$ cat src/rtl/sar_adc_seq.sv
// SAR ADC scan sequencer: walks the enabled channels, runs the start/done
// handshake per channel and hands results out through a 1-entry register.
module sar_adc_seq #(
    parameter int SIZE    = 8,
    parameter int NCH     = 4,
    parameter int SETTLE  = 4,
    parameter int TIMEOUT = 64,
    localparam int CHW    = $clog2(NCH)
) (
    input  logic            clk,
    input  logic            reset,
    input  logic            cfg_en,
    input  logic            cfg_cont,
    input  logic [NCH-1:0]  cfg_mask,
    input  logic            trig,
    input  logic            ovr_clr,
    output logic [CHW-1:0]  ch_sel,
    output logic            adc_start,
    input  logic            adc_done,
    input  logic [SIZE-1:0] adc_data,
    output logic            res_valid,
    input  logic            res_ready,
    output logic [CHW-1:0]  res_ch,
    output logic [SIZE-1:0] res_data,
    output logic            busy,
    output logic            overrun,
    output logic            timeout
);

    localparam int CMAX = (TIMEOUT > SETTLE) ? TIMEOUT : SETTLE;
    localparam int CNTW = $clog2(CMAX + 1);

    typedef enum logic [2:0] {
        S_IDLE, S_SEL, S_SETTLE, S_START, S_WAIT
    } state_t;

    state_t          state_q, state_d;
    logic [CNTW-1:0] cnt_q, cnt_d;
    logic [CHW-1:0]  ch_sel_q, ch_sel_d;
    logic [CHW-1:0]  res_ch_q, res_ch_d;
    logic [SIZE-1:0] res_data_q, res_data_d;
    logic            adc_start_q, adc_start_d;
    logic            res_valid_q, res_valid_d;
    logic            busy_q, busy_d;
    logic            overrun_q, overrun_d;
    logic            timeout_q, timeout_d;

    logic [CHW-1:0]  lo_ch, nx_ch;
    logic            lo_any, nx_any;
    logic            cap, adv;

    // Lowest enabled channel, and lowest enabled channel above the pointer.
    always_comb begin
        lo_ch  = '0;
        lo_any = 1'b0;
        nx_ch  = '0;
        nx_any = 1'b0;
        for (int i = NCH - 1; i >= 0; i--) begin
            if (cfg_mask[i]) begin
                lo_ch  = CHW'(i);
                lo_any = 1'b1;
            end
            if (cfg_mask[i] && (i > int'(ch_sel_q))) begin
                nx_ch  = CHW'(i);
                nx_any = 1'b1;
            end
        end
    end

    always_comb begin
        state_d    = state_q;
        cnt_d      = cnt_q;
        ch_sel_d   = ch_sel_q;
        res_valid_d = res_valid_q;
        res_ch_d   = res_ch_q;
        res_data_d = res_data_q;
        overrun_d  = overrun_q & ~ovr_clr;
        timeout_d  = timeout_q & ~ovr_clr;
        cap        = 1'b0;
        adv        = 1'b0;

        unique case (state_q)
            S_IDLE: begin
                if (cfg_en && lo_any && (cfg_cont || trig)) begin
                    state_d  = S_SEL;
                    ch_sel_d = lo_ch;
                end
            end
            S_SEL: begin
                cnt_d   = CNTW'(SETTLE - 1);
                state_d = S_SETTLE;
            end
            S_SETTLE: begin
                if (cnt_q == '0) state_d = S_START;
                else             cnt_d   = cnt_q - CNTW'(1);
            end
            S_START: begin
                cnt_d   = CNTW'(TIMEOUT - 1);
                state_d = S_WAIT;
            end
            S_WAIT: begin
                if (adc_done) begin
                    cap = 1'b1;
                    adv = 1'b1;
                end else if (cnt_q == '0) begin
                    timeout_d = 1'b1;
                    adv       = 1'b1;
                end else begin
                    cnt_d = cnt_q - CNTW'(1);
                end
            end
            default: state_d = S_IDLE;
        endcase

        if (adv) begin
            if (nx_any && cfg_en) begin
                state_d  = S_SEL;
                ch_sel_d = nx_ch;
            end else if (cfg_cont && cfg_en && lo_any) begin
                state_d  = S_SEL;
                ch_sel_d = lo_ch;
            end else begin
                state_d = S_IDLE;
            end
        end

        // A capture into a full, unaccepted register is dropped.
        if (cap && (!res_valid_q || res_ready)) begin
            res_valid_d = 1'b1;
            res_data_d  = adc_data;
            res_ch_d    = ch_sel_q;
        end else if (cap) begin
            overrun_d = 1'b1;
        end else if (res_valid_q && res_ready) begin
            res_valid_d = 1'b0;
        end

        adc_start_d = (state_d == S_START);
        busy_d      = (state_d != S_IDLE);
    end

    always_ff @(posedge clk) begin
        if (reset) begin
            state_q     <= S_IDLE;
            cnt_q       <= '0;
            ch_sel_q    <= '0;
            res_ch_q    <= '0;
            res_data_q  <= '0;
            adc_start_q <= 1'b0;
            res_valid_q <= 1'b0;
            busy_q      <= 1'b0;
            overrun_q   <= 1'b0;
            timeout_q   <= 1'b0;
        end else begin
            state_q     <= state_d;
            cnt_q       <= cnt_d;
            ch_sel_q    <= ch_sel_d;
            res_ch_q    <= res_ch_d;
            res_data_q  <= res_data_d;
            adc_start_q <= adc_start_d;
            res_valid_q <= res_valid_d;
            busy_q      <= busy_d;
            overrun_q   <= overrun_d;
            timeout_q   <= timeout_d;
        end
    end

    assign ch_sel    = ch_sel_q;
    assign adc_start = adc_start_q;
    assign res_valid = res_valid_q;
    assign res_ch    = res_ch_q;
    assign res_data  = res_data_q;
    assign busy      = busy_q;
    assign overrun   = overrun_q;
    assign timeout   = timeout_q;

endmodule

$ cat config.mk
export PLATFORM = sky130hd
export DESIGN_NAME = sar_adc_seq
export DESIGN_NICKNAME = d
export VERILOG_FILES = /design/src/rtl/sar_adc_seq.sv
export SDC_FILE = /design/constraint.sdc
export NUM_CORES = 1
export LEC_CHECK = 0
export BUFFER_PORTS_ARGS = -buffer_cell sky130_fd_sc_hd__buf_2
export CORE_UTILIZATION = 35
export DETAILED_ROUTE_END_ITERATION = 10
export GPL_ROUTABILITY_DRIVEN = 0
export GPL_TIMING_DRIVEN = 0
export PLACE_DENSITY = 0.53
export SLEW_MARGIN = 25
export SYNTH_ARGS = -nofsm -noshare
export SYNTH_HDL_FRONTEND = slang
export SYNTH_SLANG_ARGS = --single-unit
export TNS_END_PERCENT = 10
$ cat constraint.sdc
create_clock -name clk -period 2.5 [get_ports clk]
set_clock_uncertainty 0.1 [all_clocks]
set_input_delay 0.375 -clock clk [delete_from_list [all_inputs] [get_ports clk]]
set_output_delay 0.375 -clock clk [all_outputs]
set_load 0.02 [all_outputs]
==> results.md, run 1 <==
- Status: finished, final reports clean
- Final nets: around 230
- Worst hold path type: primary input to flop
- Tcrit/Tclk final: 82.5%
- Startpoint types: flop
- First DRT Iteration DRCs: 40
- Gr ovfl total: 0
- Detailed placement HPWL: between 2 and 2.5 mm
- Share of layout cells above drive strength 1: a little over a quarter
- Crit-path max FO: 6
- CTS buffer count: 3
- Commonest non-fill, non-tap cell in the layout: buf_2
- Hold_buf cts: 0
- WP data required: between 2 and 3 ns
- Internal: between 0.7 and 0.8 mW
- Sequential Power Share: 44.6%
- WS Path Type: flop to flop
- Fin worst setup slack: 0.439 ns
- CTS tree: yes
- Cts repair resizes: 0
- Vias per inst: 5.04
- Max_cap viols: 0
- Final setup vio count: 0
- Initial core utilization: between 30% and 40%
- Pre-CTS worst setup slack: approximately 0.46 ns
- Vias: around 1300
- Largest net degree at the start of global routing: 18
- Crit end category: flop
- Syn Area/Cell: around 8.7 um2
- GR Util All Layers: between 10% and 20%
- Final setup TNS: 0 ns
- Die H: 66.5 um
- Post-Route WL: around 3.2 mm
- DR pass1 iterations: 4
- Core Footprint: 4000 um2
- Row count: 23
- Fmax: approximately 490 MHz
- RSZ-0062 raised after global routing: no
- Clock net sink count: 27
- IO Port Bufs: 35
- Library cells used by synthesis: between 40 and 50
- Clock Path Buffers: 2
- DIE WIDTH: 66.5 um
- Net Sw Frac: 34.3%
- Routed len/inst: ~12 um
- Critical Path AT: around 2.2 ns
- Worst-Margin Slew: around 0.58 ns
- Synth Instances: 167
- Synth warn: 0
- Worst hold slack: between 0.2 and 0.25 ns
- Clk Latency, worst-skew pair: 0.28 ns
- Commonest cells after routing, fill and taps aside: buf_2 (37), nor2_1 (27), dfxtp_1 (27)
- Max-slew violations: 0
- Area Overhead vs Synth: 19.7%
- Post-synthesis register bit count: 27
- Number of synthesized flops with an enable pin: 0
- Syn Std Cell Area: between 1000 and 1500 um2
- Antenna violations before repair: 0
- Antenna viol nets, final: 0
- Postcts setup bufs: 0
- Die footprint: approximately 4400 um2
- Root Buffer: clkbuf_8
- Clock share of power: between 20% and 30%
- NetSw: roughly 0.38 mW
- H-tree depth: 1
- First-pass GRT wire length: approximately 5.3 mm
- Period minus WS final: approximately 2 ns
- Post-route DRC: 0
- Slew headroom: about three fifths
- Synthesized Nets: between 150 and 200
- Clock slew at reported path FFs: 0.11 ns
- P_leak: between 0.8 and 0.9 nW
- Pwr/cell area: around 630 nW/um2
- Diodes inserted: 0
- Ys async rst share: 0%
- I/O pin count: 37
- Via count of the first global-routing pass: around 1200
- Post-synth top flop: dfxtp_1
- Combinational group share of total power: 31.6%
- Max IR drop VDD: ~0.23 mV
- Share of the yosys chip area belonging to registers: around 37%
- Final hold violations: 0
## flip-flops by register name, indices dropped and copies added (netlist names)
signal / count
res_data: 8
cnt_q: 7
state_q: 3
ch_sel: 2
res_ch: 2
adc_start: 1
busy: 1
overrun: 1
res_valid: 1
timeout: 1
## area by class of cell
class,count,area (um2)
timing repair buffer,35,175
fill,400,2250
buffer,8,57.6
tap,50,62.6
inverter,5,18.8
clock inverter,1,8.76
multi-input combinational,127,841
sequential,27,541
clock buffer,3,41.3
## synthesized netlist by cell type (3+ instances only)
master,number,share of area (%)
a21oi_1,12,4.1
dfxtp_1,27,37
mux2i_1,11,7.6
a211oi_1,5,2.6
nand2_1,7,1.8
nand2b_1,7,3.0
a31oi_1,5,2.1
clkbuf_1,3,0.77
nor2_1,27,7.0
inv_1,5,1.3
nor3_1,8,2.7
## cells by family (layout without fill, tap and decap cells)
logic type	Yosys count	after routing	synth area share, %
flip-flops	27	27	37.1
AO/OA/AOI/OAI	40	40	20.1
XOR/XNOR	1	1	0.601
buffers and inverters	13	52	5.24
multiplexers	12	12	8.33
AND/OR/NAND/NOR	72	72	27.0
adder cells (fa/ha/maj)	2	2	1.72
## metrics by stage
| step | cells | power [mW] | util [%] | cell area, um2 |
|---|---|---|---|---|
| 4_1_cts | 256 | 1.12 | 43.6 | 1750 |
| 5_1_grt | 256 | 1.18 | 43.6 | 1750 |
| 2_1_floorplan | 167 | 0.769 | - | 1460 |
| 3_3_place_gp | 252 | 0.842 | 42.4 | 1700 |
| 3_5_place_dp | 252 | 0.850 | 42.4 | 1700 |
| 6_report | 256 | 1.10 | 43.6 | 1750 |
## per-layer routing
layer | global-route usage (%) | vias to the layer above | share of wire (%) | routed length [um]
li1 | - | 675 | - | -
met1 | 20.4 | 581 | 52 | 1650
met2 | 26.5 | 32 | 43 | 1380
met3 | 2.74 | 2 | 4.8 | 154
met4 | 2.39 | 0 | 0.41 | 13
met5 | 0 | - | 0 | 0
## final timing paths
kind	startpoint	slack, ns	to	depth (start not counted)
max reg2reg	cnt_q[0]$_SDFFE_PP0P_	0.44	busy$_SDFF_PP0_	7
min	reset	0.22	cnt_q[1]$_SDFFE_PP0P_	2
min reg2reg	overrun$_SDFF_PP0_	0.36	overrun$_SDFF_PP0_	2
max	cnt_q[0]$_SDFFE_PP0P_	0.44	busy$_SDFF_PP0_	7
## worst max-delay path: stages (launching register included)
cell     delay, ns
dfxtp_1       0.36
inv_1         0.09
ha_1          0.15
nor4b_4       0.39
a21oi_1       0.13
nor2_1        0.36
o21ai_1       0.21
a31oi_1       0.19
## power groups by stage
stage	Clock, mW	Sequential (mW)	Combinational, mW
6_report	0.262	0.492	0.349
5_1_grt	0.286	0.498	0.394
4_1_cts	0.275	0.492	0.350
3_5_place_dp	0	0.502	0.348
3_3_place_gp	0	0.500	0.342
2_1_floorplan	0	0.506	0.263
Note: power is estimated with default switching activity, not from simulation.
==> inputs of run 2 (changes only) <==
--- a/config.mk
+++ b/config.mk
@@ -10,7 +10,7 @@
 export DETAILED_ROUTE_END_ITERATION = 10
 export GPL_ROUTABILITY_DRIVEN = 0
 export GPL_TIMING_DRIVEN = 0
-export PLACE_DENSITY = 0.53
+export PLACE_DENSITY = 0.55
 export SLEW_MARGIN = 25
 export SYNTH_ARGS = -nofsm -noshare
 export SYNTH_HDL_FRONTEND = slang
==> constraint.sdc (replaced) <==
create_clock -name clk -period 1.85 [get_ports clk]
set_clock_uncertainty 0.1 [all_clocks]
set_input_delay 0.2775 -clock clk [delete_from_list [all_inputs] [get_ports clk]]
set_output_delay 0.2775 -clock clk [all_outputs]
set_load 0.02 [all_outputs]
==> run 2 against run 1 <==
Effect of this change:
- the run now ends with setup timing left
- final cell count grew 3.5%
- critical endpoint is now cnt_q[0]$_SDFFE_PP0P_
- global-route usage up 0.77 points
- design area is 8.5% higher
- critical path depth down 1
- largest cell class unchanged
- clock-buffer cell count unchanged
- hold slack worse by 0.10 ns
==> results.md, run 2 (same netlist as run 1, synthesis figures left out) <==
- Status: finished, violations left
- Failing checks: setup timing
- DIE WIDTH: 66.5 um
- Fmax: about 530 MHz
- Commonest non-fill, non-tap cell in the layout: buf_2
- Hold_buf cts: 0
- Buffers & Inverters on Critical Path: 1
- Crit-path max FO: 9
- Initial core utilization: a little over a third
- Max IR drop VDD: a little over 0.4 mV
- CTS tree: yes
- Internal: 1.08 mW
- First DRT Iteration DRCs: 62
- Pwr/cell area: between 800 and 900 nW/um2
- Commonest cells after routing, fill and taps aside: buf_2 (36), nor2_1 (25), dfxtp_1 (24)
- Antenna violations before repair: 0
- Sequential Power Share: just over 40%
- Post-route DRC: 0
- Net Sw Frac: 35.2%
- Routed len/inst: 13.5 um
- Fin worst setup slack: -0.0381 ns
- Die H: ~67 um
- Via count of the first global-routing pass: about 1300
- Startpoint types: flop
- Final setup TNS: -0.127 ns
- I/O pin count: 37
- Die footprint: about 4400 um2
- Slowest stage delay, CP: approximately 0.44 ns
- Placed Area: 1700 um2
- Row count: 23
- Clock slew at reported path FFs: roughly 0.1 ns
- Final setup vio count: 5
- Vias: around 1400
- Clock Path Buffers: 2
- Slew headroom: between 50% and 60%
- Antenna viol nets, final: 0
- P_leak: between 0.8 and 0.9 nW
- Final nets: ~240
- Max FFs per register: 8
- Share of layout cells above drive strength 1: approximately a third
- WP data required: 1.90 ns
- Max-slew violations: 0
- Combinational group share of total power: about two fifths
- Crit-path slowest cell: or3b_4
- H-tree depth: 1
- Crit end category: flop
- Period minus WS final: 1.89 ns
- Worst hold path type: primary input to flop
- NetSw: 0.587 mW
- Pre-CTS worst setup slack: -0.167 ns
- GR Util All Layers: between 15 and 20%
- Diodes inserted: 0
- Top delay family on crit path: simple AND/OR/NAND/NOR gates
- Layout filler cell count: between 300 and 400
- CP Cell Sequence: or3b_4 -> a211oi_4 -> a211oi_4 -> buf_6 -> nor3_4 -> a211oi_1
- Tcrit/Tclk final: 102%
- Fin area: between 1500 and 2000 um2
- WS Path Type: flop to flop
- RSZ-0062 raised after global routing: yes
- Root Buffer: clkbuf_8
- Detailed placement HPWL: 2.58 mm
- Worst hold slack: 0.115 ns
- Clock share of power: 20.4%
- First-pass GRT wire length: approximately 5.5 mm
- Critical Path AT: between 1.5 and 2 ns
- CTS buffer count: 3
- Clk Latency, worst-skew pair: 0.28 ns
- Vias per inst: 5.15
- Final hold violations: 0
- Clock net sink count: 27
- Most frequent CP cell: a211oi_4
- Gr ovfl total: 0
- Area Overhead vs Synth: 30.0%
- IO Port Bufs: 35
- Core Footprint: roughly 4000 um2
- Largest net degree at the start of global routing: 16
- Post-Route WL: around 3.6 mm
- Max_cap viols: 0
- Worst-Margin Slew: approximately 0.64 ns
- DR pass1 iterations: 4
## run 2: cell types whose count changed in the layout (fill, tap and decap cells not counted), sizes merged
cell    delta
inv        -1
clkinv     +1
buf        +9
## run 2: power by group through the flow
stage | registers (mW) | logic (mW) | clock network (mW)
5_1_grt | 0.684 | 0.706 | 0.371
2_1_floorplan | 0.683 | 0.356 | 0
3_3_place_gp | 0.676 | 0.460 | 0
4_1_cts | 0.668 | 0.545 | 0.344
3_5_place_dp | 0.679 | 0.477 | 0
6_report | 0.677 | 0.652 | 0.340
## run 2: what timing repair did
item,in CTS,in global routing
resized for setup,12,9
pin swaps,5,7
setup buffers,5,5
setup endpoints to repair,12,12
## run 2: per-layer routing
metal / wire length, um / global-route usage, % / up-vias / share of wire, %
met5: 0 / 0 / - / 0
met4: 40 / 5.59 / 0 / 1.1
met3: 113 / 1.54 / 4 / 3.2
met2: 1800 / 28.3 / 25 / 50
met1: 1630 / 20.7 / 644 / 45
li1: - / - / 693 / -
## run 2: per-stage QoR
stage	power [mW]	std cells	util, %
finish	1.67	265	47.4
global route	1.76	265	47.4
CTS	1.56	261	45.4
detailed placement	1.16	252	42.4
global placement	1.14	252	42.4
floorplan	1.04	167	-
## run 2: worst paths after layout
| check | end | from | slack, ns | cells past startpoint |
|---|---|---|---|---|
| hold reg to reg | overrun$_SDFF_PP0_ | overrun$_SDFF_PP0_ | 0.37 | 2 |
| setup reg to reg | cnt_q[0]$_SDFFE_PP0P_ | state_q[1]$_SDFF_PP0_ | -0.04 | 6 |
| hold / removal | cnt_q[1]$_SDFFE_PP0P_ | reset | 0.12 | 2 |
| setup / recovery | cnt_q[0]$_SDFFE_PP0P_ | state_q[1]$_SDFF_PP0_ | -0.04 | 6 |
## run 2: layout make-up
cell class / count / area (um2) / area share, %
inverters: 5 / 18.8 / 0.991
clock buffers: 3 / 41.3 / 2.18
repair buffers: 45 / 258 / 13.6
plain buffers: 7 / 52.6 / 2.77
clock inverters: 1 / 5.00 / 0.264
flip-flops and latches: 27 / 547 / 28.9
multi-input cells: 127 / 910 / 48.0
well taps: 50 / 62.6 / 3.30
